## src/rtl/fm_prenormalize.sv

```systemverilog
// fm_prenormalize: unpacks an IEEE operand into sign/exponent/explicit-significand, normalising denormals by shifting.
module fm_prenormalize #(
   parameter int EXPWIDTH = 8,
   parameter int SIGWIDTH = 23,
   parameter int BIAS     = 127
) (
   input  logic                         clk,
   input  logic                         rst_n,
   input  logic                         in_valid,
   input  logic [EXPWIDTH+SIGWIDTH:0]   in_data,
   output logic                         in_ready,
   output logic                         out_valid,
   input  logic                         out_ready,
   output logic                         out_sign,
   output logic [EXPWIDTH+1:0]          out_exp,
   output logic [SIGWIDTH:0]            out_mant,
   output logic                         out_zero,
   output logic                         out_inf,
   output logic                         out_nan,
   output logic                         out_denorm
);
   typedef enum logic [1:0] {IDLE, SHIFT, DONE} state_t;
   localparam logic [EXPWIDTH+1:0] EXP_ONE = {{(EXPWIDTH+1){1'b0}}, 1'b1};
   state_t state, state_nx;
   logic [EXPWIDTH-1:0] exp_f;
   logic [SIGWIDTH-1:0] frac;
   logic exp_zero, exp_ones, frac_nz, accept, unused_bias;
   // BIAS only documents the exponent encoding; the exponent stays biased throughout
   assign unused_bias = ^BIAS;
   assign exp_f    = in_data[EXPWIDTH+SIGWIDTH-1:SIGWIDTH];
   assign frac     = in_data[SIGWIDTH-1:0];
   assign exp_zero = exp_f == '0;
   assign exp_ones = &exp_f;
   assign frac_nz  = |frac;
   assign in_ready  = state == IDLE;
   assign out_valid = state == DONE;
   assign accept    = in_ready && in_valid;
   always_ff @(posedge clk or negedge rst_n)
      if (!rst_n) state <= IDLE;
      else state <= state_nx;
   always_comb begin
      state_nx = state;
      if (accept) state_nx = (exp_zero && frac_nz) ? SHIFT : DONE;
      else if (state == SHIFT && out_mant[SIGWIDTH-1]) state_nx = DONE;
      else if (state == DONE && out_ready) state_nx = IDLE;
   end
   always_ff @(posedge clk or negedge rst_n)
      if (!rst_n) begin
         out_sign   <= 1'b0;
         out_exp    <= '0;
         out_mant   <= '0;
         out_zero   <= 1'b0;
         out_inf    <= 1'b0;
         out_nan    <= 1'b0;
         out_denorm <= 1'b0;
      end else if (accept) begin
         out_sign   <= in_data[EXPWIDTH+SIGWIDTH];
         out_exp    <= exp_zero ? {{(EXPWIDTH+1){1'b0}}, frac_nz} : {2'b00, exp_f};
         out_mant   <= {!exp_zero, frac};
         out_zero   <= exp_zero && !frac_nz;
         out_inf    <= exp_ones && !frac_nz;
         out_nan    <= exp_ones && frac_nz;
         out_denorm <= exp_zero && frac_nz;
      end else if (state == SHIFT) begin
         out_mant <= out_mant << 1;
         out_exp  <= out_exp - EXP_ONE;
      end
endmodule

```

## config.mk

```make
export PLATFORM = sky130hd
export DESIGN_NAME = fm_prenormalize
export DESIGN_NICKNAME = d
export VERILOG_FILES = /design/src/rtl/fm_prenormalize.sv
export SDC_FILE = /design/constraint.sdc
export NUM_CORES = 1
export LEC_CHECK = 0
export ABC_AREA = 1
export ABC_CLOCK_PERIOD_IN_PS = 2600
export CORE_MARGIN = 3
export CORE_UTILIZATION = 49
export CTS_BUF_LIST = sky130_fd_sc_hd__clkbuf_8
export DETAILED_ROUTE_END_ITERATION = 8
export PLACE_DENSITY_LB_ADDON = 0.15
export SYNTH_ARGS = -nofsm -noshare
export SYNTH_HDL_FRONTEND = slang
export SYNTH_SLANG_ARGS = --single-unit
```

## constraint.sdc

```tcl
create_clock -name clk -period 2.6 [get_ports clk]
set_input_delay 0.52 -clock clk [delete_from_list [all_inputs] [get_ports clk]]
set_output_delay 0.52 -clock clk [all_outputs]
set_load 0.02 [all_outputs]
```

==> results.cfg, run 1 <==
[floorplanning]
chipWidth_um = 71.5
die_y_um = 71.5
rows = 23
io_pins = 77
dieArea_sq_um = 5120
core_area_sq_um = 4060
initial_utilization_pct = 51.9

[synth]
ys_seq_elements = 41
syn-cell-area_sq_um = 2100
synth_common_cells = 64 x nand2_1, 42 x inv_1, 41 x dfrtp_1
synth_top_area_share_pct = 48.8
synth_top_flop_cell = dfrtp_1
ys_top_cells_by_area = dfrtp_1 49%, nand2_1 11%, o221ai_1 9.2%, inv_1 7.5%, nor2_1 4.6%
syn_nets = 285
syn_inst = 248
ys_seq_area_share_pct = 48.8
synth_area_leader_cell = dfrtp_1
yosys_warnings = 0
post_synth.cell_area_avg_sq_um = 8.49
yosysMostFrequentCell = nand2_1
synthArstFlopShare_pct = 100
synth.distinct_cells = 27
synth_edf_count = 0

[worst_hold_path]
hp-class = in -> async

[placement]
hpwl_mm = 3.99
gp_congestion = 0.830
placed_cell_area_sq_um = 2870
dp_cells = 367
portBuffers = 76

[grt]
track_usage_pct = 22.4
grt_pass1_wl_mm = 8.97
antenna_found_initial = 0
overflow = 0
grt_max_degree = 42
grt_pass1_vias = 1930

[critical_path]
crit_family = buffers and inverters
cp.depth = 2
endpoint_kind = primary output
crit_required_ns = 2.08
cp.arrival_ns = 1.55
worstPathCellList = nor2_4, clkdlybuf4s50_1
rrSetupSlack_ns = 1.01
worstSetupPathType = reg -> out
critPathMaxStageDelay_ns = 0.63
crit_slowest_cell = clkdlybuf4s50_1
timing.rr.start = state[1]$_DFFE_PN0P_
critPathMaxFanout = 3
critical_path_buf_inv_count = 1
cp-start-kind = flop
r2r-end = out_mant[23]$_DFFE_PN0P_
reg2reg_depth = 6

[clocking]
clk_pin_slew_ns = 0.07
clock_latency_ns = 0.29
cts_tree = built
cts_resized = 0
cts_max_level = 2
cts.sinks = 41
cts.path.max_buffers = 2
cts_made_buffers = 5
hold_buffers = 0
cts_root_buf = clkbuf_8
cts_setup_buffers = 0

[timing]
maxSlewHeadroom_pct = 39.3
maxSlewViolCount = 0
fmax_mhz = 483
setup_violations = 0
fin_skew_ns = 0.00385
rsz0062_at_grt = no
finalCritPeriodShare_pct = 79.6
hold_viol = 0
finalWorstPathRequiredPeriod_ns = 2.07
fin_setup_tns_ns = 0
tightest_slew_ns = 0.910

[routing]
drt_wl_total_mm = 5.44
route.detailed.drc = 0
dr.max_layer_used = met4
ant_nets = 0
met1_length_mm = 2.28
wl_per_cell_um = 14.5
drtPass1Iterations = 4
via_count = 1981
wl_met2_mm = 2.66
dr.first_iter.drc_count = 202
via_per_inst = 5.28
routed-wl-met3_um = 384

[layout]
syn2layout_area_growth_pct = 41.0
num-nets-final = 361
n_fill_cell = 315
antenna_cells = 0
drive_gt1_share_pct = 6.77
layout.cells.non_filler = 375
design_area_sq_um = 2970
multi_input_area_sq_um = 846
seqCellArea_sq_um = 1030

[run_status]
status = complete, no violations

[pwr]
p_leak_nw = 1.36
power_density_nw_per_um2 = 795
ir_worst_vdd_mv = 0.512

[run]
cap_violations = 0
==> flip-flops by register name, summed over array words and instances, names as in the netlist <==
| signal | count |
|---|---|
| out_denorm | 1 |
| out_exp | 10 |
| out_inf | 1 |
| out_mant | 24 |
| out_nan | 1 |
| out_sign | 1 |
| out_zero | 1 |
| state | 2 |
==> worst reg2reg max path, cell delays in order, from the launching register on <==
cell	delay, ns
dfrtp_1	0.43
nor2_4	0.20
nand2_8	0.14
inv_2	0.42
nand2_1	0.13
o21ai_1	0.10
nand2_1	0.07
==> power breakdown <==
part / leakage (nW) / internal (mW) / switching, mW / total, mW
clock network: 0.0542 / 0.240 / 0.216 / 0.456
registers: 0.514 / 0.789 / 0.121 / 0.911
logic: 0.787 / 0.456 / 0.537 / 0.993
total: 1.36 / 1.49 / 0.874 / 2.36
==> through the flow <==
stage	util [%]	total power [mW]	hold WS, ns	worst slack [ns]
6_report	73.1	2.36	0.353	0.529
3_3_place_gp	70.6	1.89	0.478	0.598
3_5_place_dp	70.6	1.92	0.472	0.548
4_1_cts	73.1	2.38	0.386	0.520
2_1_floorplan	-	1.44	0.224	1.29
5_1_grt	73.1	2.50	0.415	0.472
==> per-layer routing <==
layer / global-route usage (%) / up-vias
met5: 0 / -
met4: 9.60 / 0
met3: 4.49 / 11
met2: 36.6 / 84
met1: 29.0 / 921
li1: - / 965
==> cell families (layout without fill, tap and decap cells) <==
group / after synthesis / in the layout / share of synthesized area [%]
AOI/OAI and AO/OA: 39 / 39 / 15.2
xor gates and xnor gates: 2 / 2 / 0.832
adders and majority gates: 1 / 1 / 0.594
buffers and inverters: 52 / 129 / 11.1
DFF: 41 / 41 / 48.8
muxes: 1 / 1 / 0.476
and+or+nand+nor: 112 / 112 / 23.1
==> worst max-delay path by stage <==
stage	from	endpoint	slack [ns]
after floorplan	out_exp[0]$_DFFE_PN0P_	out_exp[6]$_DFFE_PN0P_	1.29
after global placement	in_valid	out_mant[23]$_DFFE_PN0P_	0.60
after detailed placement	in_valid	out_mant[23]$_DFFE_PN0P_	0.55
after CTS	state[1]$_DFFE_PN0P_	in_ready	0.52
after global routing	state[1]$_DFFE_PN0P_	in_ready	0.47
final	state[1]$_DFFE_PN0P_	in_ready	0.53
==> final cells by class <==
cell class              instances  area share (%)
clock inverters                 1           0.169
multi-input cells             155            28.5
clock buffers                   7            3.25
inverters                      43            5.44
flip-flops and latches         41            34.6
well taps                      50            2.11
repair buffers                 78            26.0
==> layout by cell type, fill, tap and decap left out, types with 2 or more instances in the layout <==
cell type | Yosys | layout
o21ai_1 | 2 | 2
nand2_1 | 64 | 64
o211ai_1 | 4 | 4
nand3_1 | 12 | 12
inv_1 | 42 | 42
nor2_4 | 2 | 2
clkdlybuf4s50_1 | 0 | 75
buf_4 | 3 | 2
o221ai_2 | 2 | 2
nor3_1 | 2 | 2
o21ai_0 | 6 | 6
dfrtp_1 | 41 | 41
nor2_1 | 26 | 26
nand2_2 | 2 | 2
clkbuf_8 | 0 | 7
xor2_1 | 2 | 2
o221ai_1 | 22 | 22
(Power assumes the default switching activity.)
==> inputs of run 2 (changes only) <==
--- a/config.mk
+++ b/config.mk
@@ -6,9 +6,9 @@
 export NUM_CORES = 1
 export LEC_CHECK = 0
 export ABC_AREA = 1
-export ABC_CLOCK_PERIOD_IN_PS = 2600
+export ABC_CLOCK_PERIOD_IN_PS = 1700
 export CORE_MARGIN = 3
-export CORE_UTILIZATION = 49
+export CORE_UTILIZATION = 41
 export CTS_BUF_LIST = sky130_fd_sc_hd__clkbuf_8
 export DETAILED_ROUTE_END_ITERATION = 8
 export PLACE_DENSITY_LB_ADDON = 0.15
==> constraint.sdc (replaced) <==
create_clock -name clk -period 1.7 [get_ports clk]
set_input_delay 0.34 -clock clk [delete_from_list [all_inputs] [get_ports clk]]
set_output_delay 0.34 -clock clk [all_outputs]
set_load 0.02 [all_outputs]
==> run 2 against run 1 <==
  * Count of clock-buffer cells in the layout down 1
  * Utilization down 9.9 points
  * Worst setup slack worse by 0.47 ns
  * Clock power up 39%
  * First-iteration DRC count down 33%
  * Global-route usage down 3.1 points
  * Clock skew about the same
  * Combinational power up 56%
  * Highest routed layer unchanged
  * Sequential cell count unchanged
==> results.cfg, run 2 (synthesis gave the netlist of run 1 again) <==
[pwr]
power_density_nw_per_um2 = 1160
ir_worst_vdd_mv = 0.683
p_seq_share_pct = 38.7
p_total_mw = 3.56
p_leak_nw = 1.43
netSwitchingPower_mw = 1.32
comb_power_share_pct = 43.4
switching_share_pct = 37.1
p_int_mw = 2.24
power.share.clock_pct = 17.8

[timing]
finalCritPeriodShare_pct = 96.4
rsz0062_at_grt = no
finalWorstPathRequiredPeriod_ns = 1.64
maxSlewViolCount = 0
fin_setup_tns_ns = 0
hold_viol = 0
tightest_slew_ns = 0.484
fin_skew_ns = 0.00399
setup_violations = 0
maxSlewHeadroom_pct = 67.7
fmax_mhz = 610

[floorplanning]
io_pins = 77
initial_utilization_pct = 43.4
dieArea_sq_um = 6030
die_y_um = 77.6
core_area_sq_um = 4850
rows = 25
chipWidth_um = 77.6

[critical_path]
cp.arrival_ns = 1.30
worstPathCellList = clkdlybuf4s50_1
reg2reg_depth = 7
cp-start-kind = flop
crit_family = buffers and inverters
cp.depth = 1
r2r-end = out_exp[6]$_DFFE_PN0P_
critPathMaxStageDelay_ns = 0.62
worstSetupPathType = reg -> out
timing.rr.start = out_exp[0]$_DFFE_PN0P_
crit_required_ns = 1.36
critPathMaxFanout = 4
crit_slowest_cell = clkdlybuf4s50_1
rrSetupSlack_ns = 0.31
endpoint_kind = primary output
critical_path_buf_inv_count = 1

[clocking]
clock_latency_ns = 0.29
hold_buffers = 0
cts.path.max_buffers = 2
cts_tree = built
clk_pin_slew_ns = 0.08
cts_made_buffers = 5
cts_root_buf = clkbuf_8
cts.sinks = 41
cts_setup_buffers = 0
cts_max_level = 2

[grt]
grt_pass1_vias = 2028
antenna_found_initial = 0
grt_pass1_wl_mm = 9.43
grt_max_degree = 23
overflow = 0
track_usage_pct = 19.4

[placement]
dp_cells = 392
gp_congestion = 0.757
hpwl_mm = 4.25
portBuffers = 76
placed_cell_area_sq_um = 2990

[routing]
drtPass1Iterations = 4
wl_per_cell_um = 13.7
dr.first_iter.drc_count = 135
route.detailed.drc = 0
drt_wl_total_mm = 5.47
via_per_inst = 4.86
ant_nets = 0
via_count = 1938

[layout]
layout_commonest_cell = clkdlybuf4s50_1
largest_reg_flops = 24
syn2layout_area_growth_pct = 45.7
drive_gt1_share_pct = 8.43
final_cell_mix = 68 x clkdlybuf4s50_1, 64 x nand2_1, 43 x inv_1
top_register = out_mant
layout.cells.non_filler = 399
num-nets-final = 369
largestRegisters = out_mant (24), out_exp (10), state (2)
design_area_sq_um = 3070
antenna_cells = 0

[run_status]
status = complete, no violations

[worst_hold_path]
hp-class = in -> async

[run]
cap_violations = 0
run 2: cell count changes in the layout (fill, tap and decap cells not counted), sizes merged:
cell,previous run,this run
dlymetal6s2s,0,1
dlygate4sd2,0,6
clkinv,1,0
inv,43,44
clkbuf,7,6
buf,3,11
clkdlybuf4s50,75,68
run 2: metrics by stage:
stage | worst slack [ns] | util [%] | hold slack, ns
after detailed placement | 0.0328 | 61.6 | 0.327
after global routing | 0.00254 | 63.3 | 0.0290
after CTS | 0.0442 | 63.2 | 0.0150
final | 0.0607 | 63.3 | 0.00175
after floorplan | 0.385 | - | 0.0444
after global placement | 0.0243 | 61.6 | 0.329
run 2: worst max path at each step:
stage,from,end
finish,out_exp[2]$_DFFE_PN0P_,out_exp[2]
detailed placement,in_data[14],out_nan$_DFFE_PN0P_
global route,out_exp[2]$_DFFE_PN0P_,out_exp[2]
global placement,in_data[12],out_inf$_DFFE_PN0P_
floorplan,out_exp[0]$_DFFE_PN0P_,out_exp[6]$_DFFE_PN0P_
CTS,out_exp[2]$_DFFE_PN0P_,out_exp[2]
run 2: cell type report:
class / instances / area, sq um
Fill cell: 441 / 1780
Tap cell: 67 / 83.8
Inverter: 43 / 161
Clock inverter: 1 / 3.75
Sequential cell: 41 / 1030
Clock buffer: 6 / 82.6
Timing Repair Buffer: 86 / 863
Multi-Input combinational cell: 155 / 846
run 2: power by group through the flow:
stage	Clock (mW)	Combinational (mW)	Sequential, mW
2_1_floorplan	0	0.545	1.66
3_3_place_gp	0	1.56	1.39
3_5_place_dp	0	1.59	1.40
4_1_cts	0.646	1.56	1.38
5_1_grt	0.683	1.68	1.42
6_report	0.636	1.55	1.38
run 2: worst reg2reg max path: cells and delay by family, from the launching register on:
| kind | cells | cell delay (ns) |
|---|---|---|
| flip-flops | 1 | 0.44 |
| adder cells (fa/ha/maj) | 1 | 0.21 |
| AO/OA/AOI/OAI | 1 | 0.09 |
| AND/OR/NAND/NOR | 4 | 0.39 |
| buffers and inverters | 1 | 0.13 |
run 2: timing repair:
| action | CTS | global route |
|---|---|---|
| pin swaps | 0 | 0 |
| resized for setup | 6 | 1 |
| setup endpoints to repair | 6 | 1 |
| hold endpoints to repair | 0 | 0 |
run 2: routing by layer:
| metal | vias up | routed length (um) | track usage [%] |
|---|---|---|---|
| met1 | 899 | 2540 | 25.8 |
| met3 | 5 | 247 | 3.94 |
| met5 | - | 0 | 0 |
| met4 | 0 | 49 | 4.80 |
| li1 | 981 | - | - |
| met2 | 53 | 2630 | 32.2 |
